`src/rtl/sys_defs.sv`:
```
// Shared bus and tag definitions for the memory arbiter and its tag table.
package sys_defs;
  localparam int XLEN     = 32;
  localparam int TAG_W    = 4;
  localparam int NUM_TAGS = 16;  // tag 0 means "none", so 15 usable tags

  typedef logic [TAG_W-1:0] tag_t;

  typedef enum logic [1:0] {
    BUS_NONE  = 2'b00,
    BUS_LOAD  = 2'b01,
    BUS_STORE = 2'b10
  } bus_command_t;

  typedef enum logic {
    OWN_IC = 1'b0,
    OWN_DC = 1'b1
  } owner_t;

  typedef struct packed {
    logic   valid;
    owner_t owner;
    logic   squashed;
  } tag_entry_t;
endpackage

```
`src/rtl/mem_tag_table.sv`:
```
// Owner table for outstanding memory tags 1..15: allocate on load accept,
// look up and clear on return, squash fetch-owned entries on flush.
module mem_tag_table
  import sys_defs::*;
(
  input  logic       clock,
  input  logic       reset,
  input  logic       alloc_en,
  input  tag_t       alloc_tag,
  input  owner_t     alloc_owner,
  input  tag_t       lookup_tag,
  input  logic       clear_en,
  output tag_entry_t lookup_entry,
  input  logic       flush
);
  tag_entry_t entries [1:NUM_TAGS-1];

  always_comb begin
    lookup_entry = '0;
    if (lookup_tag != '0) lookup_entry = entries[lookup_tag];
  end

  // NOTE: every entry is reset; a stale valid bit would misroute a later
  // return, so this table must stay flops with a reset rather than a RAM.
  always_ff @(posedge clock) begin
    for (int i = 1; i < NUM_TAGS; i++) begin
      if (reset) begin
        entries[i] <= '0;
      end else begin
        if (clear_en && lookup_tag == tag_t'(i)) entries[i].valid <= 1'b0;
        if (flush && entries[i].valid && entries[i].owner == OWN_IC)
          entries[i].squashed <= 1'b1;
        // NOTE: the last non-blocking assignment to a flop in a block wins,
        // so a same-cycle allocation overrides both clear and squash.
        if (alloc_en && alloc_tag == tag_t'(i))
          entries[i] <= '{valid: 1'b1, owner: alloc_owner, squashed: 1'b0};
      end
    end
  end
endmodule

```
`src/rtl/mem_arbiter.sv`:
```
// Arbitrates fetch and data requests onto one tagged memory port and routes
// returned data back to the requester recorded in the tag table.
module mem_arbiter
  import sys_defs::*;
#(
  parameter int STARVE_LIMIT = 4
) (
  input  logic               clock,
  input  logic               reset,
  input  logic               ic_req_valid,
  input  logic [XLEN-1:0]    ic_req_addr,
  input  logic               ic_flush,
  input  bus_command_t       dc_req_cmd,
  input  logic [XLEN-1:0]    dc_req_addr,
  input  logic [63:0]        dc_req_data,
  input  tag_t               mem2proc_response,
  input  logic [63:0]        mem2proc_data,
  input  tag_t               mem2proc_tag,
  output bus_command_t       proc2mem_command,
  output logic [XLEN-1:0]    proc2mem_addr,
  output logic [63:0]        proc2mem_data,
  output logic               ic_grant,
  output logic               dc_grant,
  output tag_t               ic_req_tag,
  output tag_t               dc_req_tag,
  output logic               ic_resp_valid,
  output tag_t               ic_resp_tag,
  output logic [63:0]        ic_resp_data,
  output logic               dc_resp_valid,
  output tag_t               dc_resp_tag,
  output logic [63:0]        dc_resp_data,
  output logic               spurious_resp
);
  localparam int CNT_W = (STARVE_LIMIT < 1) ? 1 : $clog2(STARVE_LIMIT + 1);
  localparam logic [CNT_W-1:0] STARVE_MAX = CNT_W'(STARVE_LIMIT);

  logic [CNT_W-1:0] starve_cnt;
  logic             ic_priority, dc_active, ic_sel, dc_sel, accepted;
  logic             ret_valid, ret_hit;
  tag_entry_t       ret_entry;

  assign ic_priority = (starve_cnt == STARVE_MAX);
  assign dc_active   = (dc_req_cmd != BUS_NONE);
  assign ic_sel      = !reset && ic_req_valid && (ic_priority || !dc_active);
  assign dc_sel      = !reset && dc_active && !ic_sel;
  assign accepted    = (mem2proc_response != '0);

  assign ic_grant   = ic_sel && accepted;
  assign dc_grant   = dc_sel && accepted;
  assign ic_req_tag = ic_grant ? mem2proc_response : '0;
  assign dc_req_tag = dc_grant ? mem2proc_response : '0;

  // NOTE: every output gets a default before the branches, so no path
  // leaves a value unassigned and no latch is inferred.
  always_comb begin
    proc2mem_command = BUS_NONE;
    proc2mem_addr    = '0;
    proc2mem_data    = '0;
    if (ic_sel) begin
      proc2mem_command = BUS_LOAD;
      proc2mem_addr    = ic_req_addr;
    end else if (dc_sel) begin
      proc2mem_command = dc_req_cmd;
      proc2mem_addr    = dc_req_addr;
      if (dc_req_cmd == BUS_STORE) proc2mem_data = dc_req_data;
    end
  end

  always_ff @(posedge clock) begin
    if (reset || !ic_req_valid || ic_grant) starve_cnt <= '0;
    else if (!ic_priority)                   starve_cnt <= starve_cnt + 1'b1;
  end

  // Returns seen during reset are ignored entirely, including the spurious flag.
  assign ret_valid     = !reset && (mem2proc_tag != '0);
  assign ret_hit       = ret_valid && ret_entry.valid;
  assign spurious_resp = ret_valid && !ret_entry.valid;

  assign ic_resp_valid = ret_hit && ret_entry.owner == OWN_IC && !ret_entry.squashed && !ic_flush;
  assign dc_resp_valid = ret_hit && ret_entry.owner == OWN_DC;
  assign ic_resp_tag   = ic_resp_valid ? mem2proc_tag  : '0;
  assign ic_resp_data  = ic_resp_valid ? mem2proc_data : '0;
  assign dc_resp_tag   = dc_resp_valid ? mem2proc_tag  : '0;
  assign dc_resp_data  = dc_resp_valid ? mem2proc_data : '0;

  mem_tag_table u_tag_table (
    .clock        (clock),
    .reset        (reset),
    .alloc_en     (ic_grant || (dc_grant && dc_req_cmd == BUS_LOAD)),
    .alloc_tag    (mem2proc_response),
    .alloc_owner  (ic_grant ? OWN_IC : OWN_DC),
    .lookup_tag   (mem2proc_tag),
    .clear_en     (ret_hit),
    .lookup_entry (ret_entry),
    .flush        (ic_flush)
  );
endmodule
```
`config.mk`:
```
export PLATFORM = sky130hd
export DESIGN_NAME = mem_arbiter
export DESIGN_NICKNAME = d
export VERILOG_FILES = /design/src/rtl/sys_defs.sv /design/src/rtl/mem_tag_table.sv /design/src/rtl/mem_arbiter.sv
export SDC_FILE = /design/constraint.sdc
export NUM_CORES = 1
export LEC_CHECK = 0
export CAP_MARGIN = 20
export CORE_AREA = 2 2 175 177
export CTS_BUF_LIST = sky130_fd_sc_hd__clkbuf_4 sky130_fd_sc_hd__clkbuf_8 sky130_fd_sc_hd__clkbuf_16
export DETAILED_ROUTE_END_ITERATION = 7
export DIE_AREA = 0 0 177 179
export SKIP_LAST_GASP = 1
export SYNTH_ARGS = -nofsm -noshare
export SYNTH_HDL_FRONTEND = slang
export SYNTH_HIERARCHICAL = 1
export SYNTH_SLANG_ARGS = --single-unit
```
`constraint.sdc`:
```
create_clock -name clock -period 4.4 [get_ports clock]
set_input_delay 0.88 -clock clock [delete_from_list [all_inputs] [get_ports clock]]
set_output_delay 0.88 -clock clock [all_outputs]
set_load 0.02 [all_outputs]
```
-- Word level (Yosys, flattened, before mapping)
Memory sizes are Yosys's and may differ from the RTL's.
Index checks and enable logic that the tools add are counted.
- flip-flop bits (word level): 3
- RAM bits: 45
- input bits: 206
- output and inout port bits: 247
- word-level logic and storage cells: 442
- memories kept: 1
- memory list (name ; words ; bits a word ; rd ports ; clocked after Yosys merged registers in ; wr ports ; line ; RTL):
    u_tag_table.entries ; 15 ; 3 ; 16 ; 0 ; 15 ; mem_tag_table.sv:16 ; tag_entry_t entries [1:NUM_TAGS-1];
- add/subtract/negate cells: 1
- equal/unequal tests: 33
- multiplexer cells: 227
- bitwise gates (word level): 91
- reduce and logical (&&, ||, !) cells: 88
- operators with widths (cell ; number):
    two-way mux 64 bit ; 5
    two-way mux 1 bit ; 213
    OR 1 bit ; 75
    logical AND 1 bit ; 74
    equality test 4 bit (second input constant) ; 16
    two-way mux 32 bit ; 2
    equality test 4 x 3 -> 1 bit (second input constant) ; 8
    equality test 4 x 2 -> 1 bit (second input constant) ; 4
    two-way mux 4 bit ; 4
    NOT 1 bit ; 16
    equality test 4 x 1 -> 1 bit (second input constant) ; 2
    nonzero test 4 bit ; 2
    logical NOT 1 bit ; 7
    logical OR 1 bit ; 4
    two-way mux 2 bit ; 2
    adder 3 x 1 -> 3 bit (second input constant) ; 1
    equality test 3 bit (second input constant) ; 1
    two-way mux 3 bit ; 1
    equality test 2 x 1 -> 1 bit (second input constant) ; 1
    equality test 2 bit (second input constant) ; 1
    nonzero test 2 bit ; 1

-- Logic depth before layout (Yosys ltp)
- word-level depth: 14
- mapped depth: 11

-- Modules after synthesis
The synthesis kept the hierarchy.
- by module, submodules not included (module ; instances ; cells each ; area an instance (um2)):
    mem_tag_table ; 1 ; 243 ; 2522.4
    mem_arbiter ; 1 ; 315 ; 2055.7

-- Worst setup path before layout
No wires, ideal clock.
- path kind: input-to-output
- from: input mem2proc_tag[0]
- to: output ic_resp_data[54]
- data arrival time: 3004 ps
- setup slack: 516 ps
- stages: 9
- buffers on the path: 2
- cell sequence: buf_6 mux4_2 mux2_2 nand2_1 o21ai_1 nor3_1 and4bb_4 clkbuf_1 and2_1
- RTL lines (item ; line ; RTL):
    from (decl) ; mem_arbiter.sv:18 ; input tag_t mem2proc_tag,
    to (decl) ; mem_arbiter.sv:28 ; output logic [63:0] ic_resp_data,

==> summary.md <==
| Metric | Value |
|---|---|
| Core box area | 30000 um^2 |
| Power per cell area | 164 nW/um^2 |
| Grt total ovfl | 0 |
| Worst vdd ir | 134 uV |
| Post-Syn Area | 4580 um^2 |
| Worst skew pair latency | 0.29 ns |
| Placed cell area | 9670 um^2 |
| Hold Path Class | flip-flop to flip-flop |
| Period utilization | 0.947 |
| Syn-to-layout area delta | 112% |
| Final setup fails | 0 |
| Port Buffers | 452 |
| Outcome | completed |
| Lkg Pwr | 4.47 nW |
| Setup crit end kind | primary output |
| Clock Power Share | 0.237 |
| Cell internal pwr | 1.09 mW |
| Max cap viols | 0 |
| CP max FO | 8 |
| Initial antenna violation count | 1 |
| Final Hold Vio Count | 0 |
| Sequential share of power | 0.331 |
| R2R setup slack | 1.50 ns |
| Hold buffers post-CTS | 0 |
| Sw Ratio | 0.316 |
| CTS max path bufs | 2 |
| I/O pin count | 453 |
| Pins over their slew limit | 0 |
| RSZ-0062 raised after global routing | no |
| #FFs+latches synth | 48 |
| First-pass GRT wire length | 36000 um |
| Drt pass-1 iters | 5 |
| DRC viols | 0 |
| CTS tree | built |
| Nets | 1225 |
| Worst endpoint required time | 3.52 ns |
| Vias in the first global route | 5518 |
| DR iter-0 viols | 265 |
| Routed Antenna Nets | 0 |
| Total power | 1.60 mW |
| Post-synthesis sequential area ratio | 0.308 |
| GRT Total Usage | 0.153 |
| Clock Pin Slew Worst Setup and Hold Paths | 0.06 ns |
| FILL cells | 3213 |
| Tmin final | 4.17 ns |
| Placer congestion estimate | 0.844 |
| FP Rows | 64 |
| Synth top area cells | edfxtp_1 (30%), and2_1 (20%), and3_1 (9.6%) |
| Net Sw Power | 0.504 mW |
| Largest area contributor in the netlist | edfxtp_1 |
| Largest net degree at the start of global routing | 70 |
| CTS root buf | clkbuf_16 |
| Avg Cell Area, Syn | 8.20 um^2 |
| TritonCTS buffer count | 5 |
| Yosys warns | 6 |
| Cell variety after synth | 45 |
| Syn Inst Count | 558 |
| DP HPWL | 23000 um |
| CP Launch Type | primary input |
| Yosys top cell area share | 0.295 |
| Die Ht | 179 um |
| Fmax | 240 MHz |
| Fin area | 9730 um^2 |
| Clock Sink Count | 48 |
| Critical Path AT | 3.29 ns |
| Slew headroom | 0.668 |
| Post-DR vias/cell | 4.25 |
| Die W | 177 um |
| Syn Nets | 766 |
| Worst-Margin Slew | 0.496 ns |
| DR WL/cell | 19.8 um |
| Fraction of layout cells with a size suffix above 1 | 0.192 |
| DR vias | 6014 |
| Crit Path Class | primary input to primary output |
| Initial Util | 0.152 |
| Skew final | 0.00898 ns |
| Combinational Power Share | 0.432 |
| Die area | 31700 um^2 |
| Total wire length | 28100 um |
| H-tree depth | 2 |
power groups by stage:
stage | clock network (mW) | logic, mW | registers (mW)
after global routing | 0.399 | 0.731 | 0.530
after detailed placement | 0 | 0.683 | 0.538
after CTS | 0.385 | 0.683 | 0.528
after floorplan | 0 | 0.260 | 0.533
after global placement | 0 | 0.679 | 0.537
final | 0.379 | 0.691 | 0.528
critical path, cell delays in order:
cell and delay (ns):
dlygate4sd2_1 0.31, mux2_2 0.36, a221oi_1 0.31, a221o_1 0.24, o21ai_4 0.08, nor3_2 0.17, and4bb_4 0.31, buf_12 0.15
buf_8 0.13, dlygate4sd2_1 0.34
what timing repair did:
action | in CTS | in global routing
setup endpoints to repair | 138 | 137
hold endpoints to repair | 0 | 0
buffers inserted | 7 | 4
cloned | 2 | 8
pin swaps | 0 | 4
gates resized for setup | 345 | 116
metal layers:
layer | vias up | GRT usage | part of all wire
met5 | - | 0 | 0
met4 | 0 | 0.0448 | 0.028
met3 | 29 | 0.0327 | 0.081
met2 | 344 | 0.294 | 0.53
met1 | 2786 | 0.167 | 0.36
li1 | 2855 | - | -
cell type report:
type	instances	area [um^2]	area share
multi-input combinational	446	2950	0.303
clock buffer	5	125	0.0129
tap	396	495	0.0509
antenna	1	2.50	0.000257
timing repair buffer	498	4660	0.479
sequential	48	1410	0.145
clock inverter	3	18.8	0.00193
inverter	18	67.6	0.00695
layout by cell type, fill, tap and decap left out, types with 2 or more instances in the layout:
cell type and count:
clkdlybuf4s50_1 291, and2_1 144, buf_2 71, and3_1 66, buf_4 58, nor2_1 52, edfxtp_1 45, dlygate4sd2_1 40
a22o_1 32, nand2_1 23, inv_1 18, a21oi_1 18, nand3b_1 18, o21ai_0 16, clkbuf_16 11, buf_12 10
nor2b_1 9, clkdlybuf4s15_1 7, buf_6 7, mux2i_1 7, nand3_1 6, mux4_2 6, nand2b_1 5, and3_4 4
nor3_1 3, buf_8 3, dfxtp_1 3, mux2_2 3, a221o_1 3, nor3b_4 2, ha_1 2, clkinvlp_4 2
dlymetal6s2s_1 2, clkbuf_2 2, a221oi_1 2, mux2_4 2, nand2_2 2, or2_2 2
flip-flops by register name, indices dropped and copies added, names as in the netlist:
register and flops:
starve_cnt 3, u_tag_table/entries 45
through the flow:
stage	utilization	cells	setup slack, ns	hold WS, ns	setup TNS [ns]
after floorplan	-	558	0.516	0.460	0
after global placement	0.322	1387	-0.436	0.470	-48.82
after detailed placement	0.322	1387	-0.445	0.490	-52.28
after CTS	0.328	1403	-0.0620	0.498	-3.45
after global routing	0.324	1415	0.0847	0.523	0
final	0.324	1415	0.232	0.497	0
cells in the mapped netlist, drive strengths merged:
library cell,number
nand2,25
nor2b,10
a2bb2oi,1
xnor2,1
mux4,6
buf,14
nor3,4
dfxtp,3
nand4,1
ha,2
and3,70
and2,145
nand3,6
a31o,1
or2,2
or3b,1
a22o,32
nand2b,5
nor2,53
nor3b,2
a221oi,2
mux2i,7
inv,18
clkbuf,32
a21o,1
and4bb,1
nand4b,1
a21oi,18
a211oi,1
a22oi,1
a221o,3
edfxtp,45
nor4,2
o21bai,1
o21ai,18
mux2,5
nand3b,18
cells by family after synthesis:
group,Yosys count,share of synthesized area
xor+xnor,1,0.00191
flops,48,0.308
buf+inv,64,0.0620
mux,18,0.0588
simple gates,346,0.442
compound gates,79,0.121
fa+ha+maj,2,0.00547
final timing paths:
| check | depth (start not counted) | startpoint | end |
|---|---|---|---|
| hold reg to reg | 2 | starve_cnt[1] | starve_cnt[1] |
| hold / removal | 2 | starve_cnt[1] | starve_cnt[1] |
| setup reg to reg | 10 | u_tag_table/entries[2][2] | u_tag_table/entries[3][2] |
| setup / recovery | 10 | mem2proc_tag[3] | ic_resp_valid |
No activity file was read; power rests on OpenSTA's default activity.
